`config.mk`:
```
export PLATFORM = sky130hd
export DESIGN_NAME = pixel_write_sink
export DESIGN_NICKNAME = d
export VERILOG_FILES = /design/src/rtl/pixel_write_sink.sv
export SDC_FILE = /design/constraint.sdc
export NUM_CORES = 1
export LEC_CHECK = 0
export CORE_MARGIN = 2
export CORE_UTILIZATION = 56
export CTS_BUF_LIST = sky130_fd_sc_hd__clkbuf_4
export DETAILED_ROUTE_END_ITERATION = 10
export GPL_TIMING_DRIVEN = 0
export HOLD_SLACK_MARGIN = 0.15
export PLACE_DENSITY = 0.86
export SYNTH_ARGS = -nofsm -noshare
export SYNTH_HDL_FRONTEND = slang
export SYNTH_SLANG_ARGS = --single-unit
```
`constraint.sdc`:
```
create_clock -name clk -period 3.7 [get_ports clk]
set_input_delay 0.555 -clock clk [delete_from_list [all_inputs] [get_ports clk]]
set_output_delay 0.555 -clock clk [all_outputs]
set_load 0.01 [all_outputs]
```
`src/rtl/pixel_write_sink.sv`:
```
// pixel_write_sink: receiving end of the pixel-plot stream.
//   Drops off-screen pixels, buffers the rest in a DEPTH-entry FIFO and drains them to a
//   single-port framebuffer write port that may stall (fb_busy).
// Optional build macro: PIXEL_SINK_COALESCE_EN -- a new pixel hitting the same (x, y) as the
//   FIFO tail overwrites the tail's colour instead of pushing.
// Ports:
//   clk, resetn          clock, asynchronous active-low reset
//   in_x/in_y/in_colour  pixel column/row/RGB; in_plot requests a write on this edge
//   in_ready             FIFO not full
//   fb_addr/fb_data      linear address (y*H_RES + x) and colour of the current write
//   fb_wren, fb_busy     write strobe; write completes when fb_wren=1 and fb_busy=0
//   clip_count           saturating count of dropped off-screen pixels
//   overflow             sticky, an in-range pixel arrived while the FIFO was full
//   fifo_level           current FIFO occupancy
module pixel_write_sink #(
   parameter int unsigned H_RES  = 160,
   parameter int unsigned V_RES  = 120,
   parameter int unsigned DEPTH  = 16,
   parameter int unsigned ADDR_W = 15
) (
   input  logic                     clk,
   input  logic                     resetn,
   input  logic [7:0]               in_x,
   input  logic [7:0]               in_y,
   input  logic [2:0]               in_colour,
   input  logic                     in_plot,
   output logic                     in_ready,
   output logic [ADDR_W-1:0]        fb_addr,
   output logic [2:0]               fb_data,
   output logic                     fb_wren,
   input  logic                     fb_busy,
   output logic [15:0]              clip_count,
   output logic                     overflow,
   output logic [$clog2(DEPTH):0]   fifo_level
);

   localparam int unsigned AW = $clog2(DEPTH);
   localparam logic [8:0] HLim = 9'(H_RES);
   localparam logic [8:0] VLim = 9'(V_RES);

   typedef enum logic [0:0] {StIdle, StWrite} state_e;

   state_e            state_q, state_d;
   logic [AW:0]       wr_ptr_q, rd_ptr_q;
   logic [7:0]        mem_x_q [DEPTH];
   logic [7:0]        mem_y_q [DEPTH];
   logic [2:0]        mem_c_q [DEPTH];
   logic [ADDR_W-1:0] addr_q;
   logic [2:0]        data_q;
   logic [15:0]       clip_q;
   logic              ovf_q;

   logic [AW-1:0] widx, ridx;
   logic          empty, full, in_range, clip, push, pop, coalesce, ovf_set;

   // Shift-add form for the default width avoids a multiplier.
   function automatic logic [ADDR_W-1:0] lin_addr(input logic [7:0] x, input logic [7:0] y);
      logic [ADDR_W-1:0] xe, ye;
      xe = ADDR_W'(x);
      ye = ADDR_W'(y);
      if (H_RES == 160) return (ye << 7) + (ye << 5) + xe;
      else              return (ye * ADDR_W'(H_RES)) + xe;
   endfunction

   assign widx  = wr_ptr_q[AW-1:0];
   assign ridx  = rd_ptr_q[AW-1:0];
   assign empty = (wr_ptr_q == rd_ptr_q);
   // Extra pointer bit separates full from empty when the indices match.
   assign full  = (wr_ptr_q[AW] != rd_ptr_q[AW]) && (widx == ridx);

   assign in_range = ({1'b0, in_x} < HLim) && ({1'b0, in_y} < VLim);
   assign clip     = in_plot && !in_range;

`ifdef PIXEL_SINK_COALESCE_EN
   logic [AW-1:0] tail_idx;
   assign tail_idx = widx - AW'(1);
   // The tail is the most recent push whenever the FIFO is non-empty; it must not be
   // leaving on this edge (only possible when it is also the head).
   assign coalesce = in_plot && in_range && !empty &&
                     (mem_x_q[tail_idx] == in_x) && (mem_y_q[tail_idx] == in_y) &&
                     !(pop && (fifo_level == (AW+1)'(1)));
`else
   assign coalesce = 1'b0;
`endif

   assign push    = in_plot && in_range && !coalesce && !full;
   assign ovf_set = in_plot && in_range && !coalesce && full;

   // Drain FSM next state and pop decision.
   always_comb begin
      state_d = state_q;
      pop     = 1'b0;
      unique case (state_q)
         StIdle: begin
            if (!empty) begin
               pop     = 1'b1;
               state_d = StWrite;
            end
         end
         StWrite: begin
            if (!fb_busy) begin
               if (!empty) pop = 1'b1;
               else        state_d = StIdle;
            end
         end
         default: state_d = StIdle;
      endcase
   end

   always_ff @(posedge clk or negedge resetn) begin
      if (!resetn) begin
         state_q  <= StIdle;
         wr_ptr_q <= '0;
         rd_ptr_q <= '0;
         addr_q   <= '0;
         data_q   <= '0;
         clip_q   <= '0;
         ovf_q    <= 1'b0;
      end else begin
         state_q <= state_d;
         if (push) wr_ptr_q <= wr_ptr_q + (AW+1)'(1);
         if (pop) begin
            rd_ptr_q <= rd_ptr_q + (AW+1)'(1);
            addr_q   <= lin_addr(mem_x_q[ridx], mem_y_q[ridx]);
            data_q   <= mem_c_q[ridx];
         end
         if (clip && (clip_q != 16'hFFFF)) clip_q <= clip_q + 16'd1;
         if (ovf_set) ovf_q <= 1'b1;
      end
   end

   // Storage needs no reset; only entries between the pointers are ever read.
   always_ff @(posedge clk) begin
      if (push) begin
         mem_x_q[widx] <= in_x;
         mem_y_q[widx] <= in_y;
         mem_c_q[widx] <= in_colour;
      end
`ifdef PIXEL_SINK_COALESCE_EN
      if (coalesce) mem_c_q[tail_idx] <= in_colour;
`endif
   end

   assign in_ready   = !full;
   assign fb_addr    = addr_q;
   assign fb_data    = data_q;
   assign fb_wren    = (state_q == StWrite);
   assign clip_count = clip_q;
   assign overflow   = ovf_q;
   assign fifo_level = wr_ptr_q - rd_ptr_q;

endmodule

```
==> results of run 1 <==
[power groups by stage]
stage / registers [mW] / logic [mW] / clock network, mW
4_1_cts: 4.83 / 5.76 / 3.40
2_1_floorplan: 4.92 / 3.51 / 0
5_1_grt: 4.86 / 6.69 / 3.62
3_3_place_gp: 4.90 / 5.03 / 0
3_5_place_dp: 4.91 / 5.20 / 0
6_report: 4.84 / 6.21 / 3.37
[cells by family (layout without fill, tap and decap cells)]
logic type	Yosys count	count (layout)	share of synthesized area
AOI/OAI and AO/OA	33	33	0.01502
xor gates and xnor gates	33	33	0.02029
adders and majority gates	28	28	0.02617
buffers and inverters	43	276	0.01765
DFF	350	350	0.7215
muxes	100	100	0.1626
other	0	1	0
and+or+nand+nor	107	107	0.03680
[worst min-delay path by stage]
stage	to	slack, ps	cells after the start
after floorplan	clip_count[0]$_DFFE_PN0P_	260	0
after global placement	overflow$_DFFE_PN0P_	460	1
after detailed placement	fb_addr[6]$_DFFE_PN0P_	430	1
after CTS	fb_addr[14]$_DFFE_PN0P_	230	2
after global routing	fb_addr[14]$_DFFE_PN0P_	260	2
final	fb_addr[7]$_DFFE_PN0P_	260	2
[repair_timing]
| action | CTS | global route |
|---|---|---|
| hold buffers | 1 | 0 |
| resized for setup | 47 | 22 |
| pin swaps | 5 | 5 |
| setup buffers | 10 | 3 |
| endpoints found under the setup margin | 277 | 123 |
| gates cloned | 1 | 0 |
| endpoints found under the hold margin | 46 | 0 |
[through the flow]
stage / setup TNS (ps) / instances / cell area (µm²)
floorplan: -13330 / 694 / 14250
global placement: -234490 / 1088 / 15300
detailed placement: -175200 / 1095 / 15380
CTS: -14.28 / 1254 / 16760
global route: -424.1 / 1258 / 16850
finish: -27.39 / 1258 / 16850
[cell type report]
| cell class | count | area, µm² | share of cell area |
|---|---|---|---|
| Sequential cell | 350 | 10280 | 0.6103 |
| Multi-Input combinational cell | 301 | 3845 | 0.2282 |
| Clock buffer | 122 | 915.9 | 0.05437 |
| Timing Repair Buffer | 86 | 848.3 | 0.05036 |
| Tap cell | 330 | 412.9 | 0.02451 |
| Buffer | 26 | 242.7 | 0.01441 |
| Clock inverter | 25 | 234.0 | 0.01389 |
| Inverter | 17 | 63.81 | 0.003788 |
| Antenna cell | 1 | 2.502 | 0.0001485 |
[routing by layer]
| metal | vias up | routed length (µm) | GRT usage | share of wire |
|---|---|---|---|---|
| met5 | - | 0 | 0 | 0 |
| met4 | 0 | 827 | 0.1021 | 0.026 |
| met3 | 70 | 3055 | 0.05688 | 0.095 |
| met2 | 450 | 16110 | 0.3941 | 0.50 |
| met1 | 3795 | 12070 | 0.3317 | 0.38 |
| li1 | 3250 | - | - | - |
[Yosys cell counts, types with 2 or more instances]
| master | n |
|---|---|
| and2_1 | 10 |
| o21bai_1 | 2 |
| a21o_1 | 5 |
| buf_12 | 2 |
| a211oi_1 | 2 |
| inv_1 | 17 |
| nor3_1 | 4 |
| buf_2 | 4 |
| nand4_1 | 8 |
| and4_1 | 2 |
| and3_1 | 12 |
| mux2_2 | 3 |
| nor4_1 | 3 |
| nand3_1 | 9 |
| buf_6 | 7 |
| ha_1 | 25 |
| o21ai_1 | 2 |
| mux4_1 | 36 |
| nor3b_1 | 2 |
| o21ai_0 | 8 |
| dfrtp_1 | 46 |
| nor2_1 | 4 |
| nand2_1 | 51 |
| xnor2_1 | 22 |
| a21oi_1 | 9 |
| buf_1 | 4 |
| clkbuf_1 | 9 |
| mux4_2 | 58 |
| mux2i_1 | 3 |
| edfxtp_1 | 304 |
| xor2_1 | 11 |
| fa_1 | 3 |
[state kept, by name (all words and copies together) (netlist names)]
register and cells:
mem_x_q 128, fb_wren 1, wr_ptr_q 5, mem_c_q 48
rd_ptr_q 5, mem_y_q 128, fb_addr 15, overflow 1
clip_count 16, fb_data 3
[cell usage in the layout, fill, tap and decap left out, drive strengths merged, types with 2 or more instances in the layout]
cell             n
edfxtp         304
and4             2
nor4             3
and3            12
fa               3
clkdlybuf4s50   61
a21oi            9
nand2           51
clkinv          20
a211oi           2
and2            10
mux2i            3
nor3             4
o21ai           10
a21o             5
mux4            94
clkbuf         131
nand4            8
ha              25
mux2             3
buf             39
nand3            9
xor2            11
nor2             4
dfrtp           46
inv             17
nor3b            2
xnor2           22
o21bai           2
bufinv           5
[worst max-delay path, delay by kind of cell (launching register included)]
family | cells | cell delay (ps)
buffers and inverters | 3 | 400
xor gates and xnor gates | 1 | 190
DFF | 1 | 390
AOI/OAI and AO/OA | 4 | 690
muxes | 2 | 1100
adders and majority gates | 3 | 800
==> flow_metrics.env, run 1 <==
export IMPL_critPathKind="reg -> reg"
export IMPL_min_period_ps=3718
export IMPL_switchingPower_mw=4.793
export IMPL_core_um2=25110
export IMPL_rows=58
export IMPL_crit_path_max_incr_delay_ps=570
export IMPL_vias=7565
export IMPL_nNetsFinal=917
export IMPL_ir_worst_vdd_uv=586.8
export IMPL_pin_count=65
export IMPL_hold_viol=0
export IMPL_cts_root_buf="clkbuf_4"
export IMPL_antenna_found_initial=1
export IMPL_drt_first_pass_iters=6
export IMPL_die_height_um=163.5
export IMPL_worstSetupEndpointType="flip-flop"
export IMPL_switching_share=0.3324
export IMPL_crit_reg2reg_launch="rd_ptr_q[0]$_DFFE_PN0P_"
export IMPL_syn_area_um2=14250
export IMPL_worst_slew_pin_slew_ps=937.8
export IMPL_synth_seq_cells=350
export IMPL_synth_top_area_share=0.6407
export IMPL_cp_arrival_ps=4270
export IMPL_cp_start_kind="flip-flop"
export IMPL_fmax_ghz=0.2689
export IMPL_setup_viol=2
export IMPL_r2r_end="fb_addr[14]$_DFFE_PN0P_"
export IMPL_leakagePower_nw=5.988
export IMPL_avgSynthCellArea_um2=20.53
export IMPL_drv_cap=0
export IMPL_power_frac_comb=0.431
export IMPL_fill_cells=1613
export IMPL_htree_levels=3
export IMPL_post_route_worst_setup_slack_ps=-18.21
export IMPL_status="finished, violations left"
export IMPL_synth_area_leaders="edfxtp_1 (64%), mux4_2 (9.2%), dfrtp_1 (8.1%)"
export IMPL_max_clock_path_buffers=3
export IMPL_dieArea_um2=26730
export IMPL_synthArstFlopShare=0.1314
export IMPL_avgViaCountPerCell=6.014
export IMPL_antenna_left=0
export IMPL_drtIter0Drc=976
export IMPL_p_int_mw=9.626
export IMPL_grt_pass1_wl_um=47240
export IMPL_grt_total_usage=0.2463
export IMPL_required_ps=4250
export IMPL_crit_chain="buf_6 > buf_12 > buf_12 > mux4_1 > mux4_2 > ha_4 > ha_2 > fa_2 > a21o_1 > a221oi_2 > o21ai_1 > xnor2_1 > o21ai_1"
export IMPL_p_per_area_nw_per_um2=855.9
export IMPL_gp_congestion=0.8182
export IMPL_violations="negative setup slack"
export IMPL_cts_buffers=84
export IMPL_totalWireLength_um=32070
export IMPL_cts_sinks=350
export IMPL_crit_fanout=10
export IMPL_p_clk_frac=0.234
export IMPL_grt_max_degree=38
export IMPL_timing_reg2reg_setup_slack_ps=-20
export IMPL_wl_per_cell_um=25.49
export IMPL_synthDistinctLibCells=39
export IMPL_min_period_over_period=1.005
export IMPL_synth_ff_type="edfxtp_1"
export IMPL_die_w_um=163.5
export IMPL_area_growth_pct=18.24
export IMPL_place_port_buffers=64
export IMPL_yosysTopAreaCell="edfxtp_1"
export IMPL_cts_tree="done"
export IMPL_utilization=0.6709
export IMPL_ys_warnings_count=0
export IMPL_p_total_mw=14.42
export IMPL_preCtsSetupSlack_ps=-821.7
export IMPL_cp_slowest_cell="mux4_1"
export IMPL_grt_ovfl_total=0
export IMPL_rsz0062_at_grt="yes"
export IMPL_netlist_instances=694
export IMPL_syn_num_nets=745
export IMPL_ff2ff_path_depth=13
export IMPL_grt_pass1_vias=7962
export IMPL_synth_edff_count=304
export IMPL_clk_pin_slew_ps=80
export IMPL_p_seq_frac=0.336
export IMPL_drive_gt1_frac=0.2999
export IMPL_ys_seq_area_frac=0.7215
export IMPL_slew_violations=0
export IMPL_initial_core_util=0.5674
export IMPL_drc=0
export IMPL_insertion_delay_ps=720
export IMPL_hold_class="in -> async"
export IMPL_maxSlewHeadroom=0.3748
export IMPL_endpoint="fb_addr[14]$_DFFE_PN0P_"
export IMPL_hpwl_um=17720
export IMPL_skew_ps=44.46
export IMPL_fin_worst_hold_slack_ps=257.6
export IMPL_critPathLaunch="rd_ptr_q[0]$_DFFE_PN0P_"
Power figures use the tool's default switching activity.
==> run 2, diff against run 1 <==
--- a/config.mk
+++ b/config.mk
@@ -6,12 +6,12 @@
 export NUM_CORES = 1
 export LEC_CHECK = 0
 export CORE_MARGIN = 2
-export CORE_UTILIZATION = 56
+export CORE_UTILIZATION = 40
 export CTS_BUF_LIST = sky130_fd_sc_hd__clkbuf_4
 export DETAILED_ROUTE_END_ITERATION = 10
 export GPL_TIMING_DRIVEN = 0
 export HOLD_SLACK_MARGIN = 0.15
-export PLACE_DENSITY = 0.86
+export PLACE_DENSITY = 0.67
 export SYNTH_ARGS = -nofsm -noshare
 export SYNTH_HDL_FRONTEND = slang
 export SYNTH_SLANG_ARGS = --single-unit
==> constraint.sdc (replaced) <==
create_clock -name clk -period 3.7 [get_ports clk]
set_input_delay 0.555 -clock clk [delete_from_list [all_inputs] [get_ports clk]]
set_output_delay 0.555 -clock clk [all_outputs]
set_load 0.02 [all_outputs]
==> run 2 against run 1 <==
The run now ends clean. Count of clock-buffer cells in the layout rose by 17. Register-to-register slack improved by 50 ps. Combinational power rose by 5.3%. Sequential power barely moved. Clock power fell by 2%. Setup slack improved by 48 ps. Critical endpoint is now fb_addr[13]$_DFFE_PN0P_.
==> flow_metrics.env, run 2 (synthesis results as in run 1) <==
export IMPL_switching_share=0.3362
export IMPL_fmax_ghz=0.2725
export IMPL_pin_count=65
export IMPL_post_route_worst_setup_slack_ps=30.07
export IMPL_largest_registers="mem_x_q (128), mem_y_q (128), mem_c_q (48)"
export IMPL_worstSetupEndpointType="flip-flop"
export IMPL_grt_pass1_wl_um=46240
export IMPL_wl_per_cell_um=22.13
export IMPL_critPathKind="reg -> reg"
export IMPL_maxSlewHeadroom=0.3932
export IMPL_preCtsSetupSlack_ps=-874.6
export IMPL_avgViaCountPerCell=5.240
export IMPL_antenna_left=0
export IMPL_die_height_um=192.7
export IMPL_clk_pin_slew_ps=70
export IMPL_cp_start_kind="flip-flop"
export IMPL_cts_buffers=88
export IMPL_initial_core_util=0.4035
export IMPL_cts_root_buf="clkbuf_4"
export IMPL_min_period_over_period=0.9919
export IMPL_setup_viol=0
export IMPL_antenna_found_initial=1
export IMPL_p_int_mw=9.728
export IMPL_vias=7399
export IMPL_final_common_cell="edfxtp_1"
export IMPL_status="complete, no violations"
export IMPL_grt_pass1_vias=7671
export IMPL_p_clk_frac=0.224
export IMPL_drc=0
export IMPL_grt_total_usage=0.1725
export IMPL_grt_ovfl_total=0
export IMPL_required_ps=4330
export IMPL_hold_viol=0
export IMPL_nNetsFinal=931
export IMPL_leakagePower_nw=6.095
export IMPL_die_w_um=192.7
export IMPL_hold_class="in -> async"
export IMPL_fin_tns_setup_ps=0
export IMPL_skew_ps=28.90
export IMPL_final_cells=1412
export IMPL_gp_congestion=0.7742
export IMPL_rsz0062_at_grt="yes"
export IMPL_drive_gt1_frac=0.3207
export IMPL_dp_cells=1228
export IMPL_p_per_area_nw_per_um2=852.2
export IMPL_totalWireLength_um=31250
export IMPL_cts_sinks=350
export IMPL_core_um2=35310
export IMPL_grt_max_degree=31
export IMPL_htree_levels=3
export IMPL_p_seq_frac=0.329
export IMPL_cts_tree="done"
export IMPL_slew_violations=0
export IMPL_area_growth_pct=20.70
export IMPL_final_cell_mix="edfxtp_1 (304), clkbuf_4 (141), mux4_2 (67)"
export IMPL_max_clock_path_buffers=3
export IMPL_insertion_delay_ps=710
export IMPL_place_port_buffers=64
export IMPL_dieArea_um2=37140
export IMPL_utilization=0.4870
export IMPL_drt_first_pass_iters=4
export IMPL_switchingPower_mw=4.927
export IMPL_crit_fanout=10
export IMPL_rows=69
export IMPL_drtIter0Drc=592
export IMPL_cp_arrival_ps=4300
export IMPL_power_frac_comb=0.446
export IMPL_fill_cells=2894
export IMPL_drv_cap=0
export IMPL_worst_slew_pin_slew_ps=910.2
export IMPL_min_period_ps=3670
export IMPL_hpwl_um=18220
export IMPL_ir_worst_vdd_uv=683.2
export IMPL_n_antenna_cell=0
## run 2: what timing repair did
item                       4_1_cts  5_1_grt
hold endpoints to repair        29        0
hold buffers                     1        0
gates cloned                     0        2
setup endpoints to repair      274      106
resized for setup               37       28
pin swaps                        2        5
setup buffers                   13        7
## run 2: path summary, 6_finish.rpt
check / startpoint / end / slack, ps / depth (start not counted)
worst max-delay path: rd_ptr_q[1]$_DFFE_PN0P_ / fb_addr[13]$_DFFE_PN0P_ / 30 / 13
worst min-delay path: resetn / wr_ptr_q[1]$_DFFE_PN0P_ / 450 / 2
worst max register to register: rd_ptr_q[1]$_DFFE_PN0P_ / fb_addr[13]$_DFFE_PN0P_ / 30 / 13
worst min register to register: overflow$_DFFE_PN0P_ / overflow$_DFFE_PN0P_ / 470 / 1
max in group asynchronous: resetn / rd_ptr_q[1]$_DFFE_PN0P_ / 2670 / 3
min in group clk: fb_busy / fb_wren$_DFF_PN0_ / 460 / 3
## run 2: final cells by class
type	instances	area, µm²	share of cell area
sequential	350	10280	0.5979
multi-input combinational	301	3869	0.2250
clock buffer	139	1044	0.06068
timing repair buffer	96	987.2	0.05741
tap	461	576.8	0.03354
buffer	26	246.5	0.01433
clock inverter	22	128.9	0.007494
inverter	17	63.81	0.003711
## run 2: routing by layer
layer	part of all wire	vias up	GRT usage
met5	0.00051	-	0
met3	0.073	39	0.04474
met2	0.47	282	0.2721
met4	0.016	2	0.05432
met1	0.44	3804	0.2352
li1	-	3272	-
## run 2: critical path: stages, from the launching register on
cell	delay, ps
dfrtp_2	440
buf_4	230
buf_4	270
mux4_2	340
mux4_2	470
inv_1	100
fa_1	440
inv_2	90
ha_1	240
a21o_1	170
a21oi_2	180
o21ai_1	130
a2111oi_2	370
nand3b_1	150
## run 2: power groups by stage
stage          combinational [mW]  clock (mW)  sequential, mW
5_1_grt                      7.09        3.59            4.86
2_1_floorplan                3.58           0            5.03
3_3_place_gp                 5.32           0            4.90
6_report                     6.54        3.29            4.83
3_5_place_dp                 5.39           0            4.91
4_1_cts                      5.89        3.37            4.83
## run 2: metrics by stage
stage               power, mW  hold WS, ps  cell area, µm²
finish                  14.66        449.3           17200
global route            15.54        468.0           17200
CTS                     14.10        411.1           17000
detailed placement      10.31        462.8           15610
global placement        10.22        460.3           15460
floorplan               8.610        259.4           14250
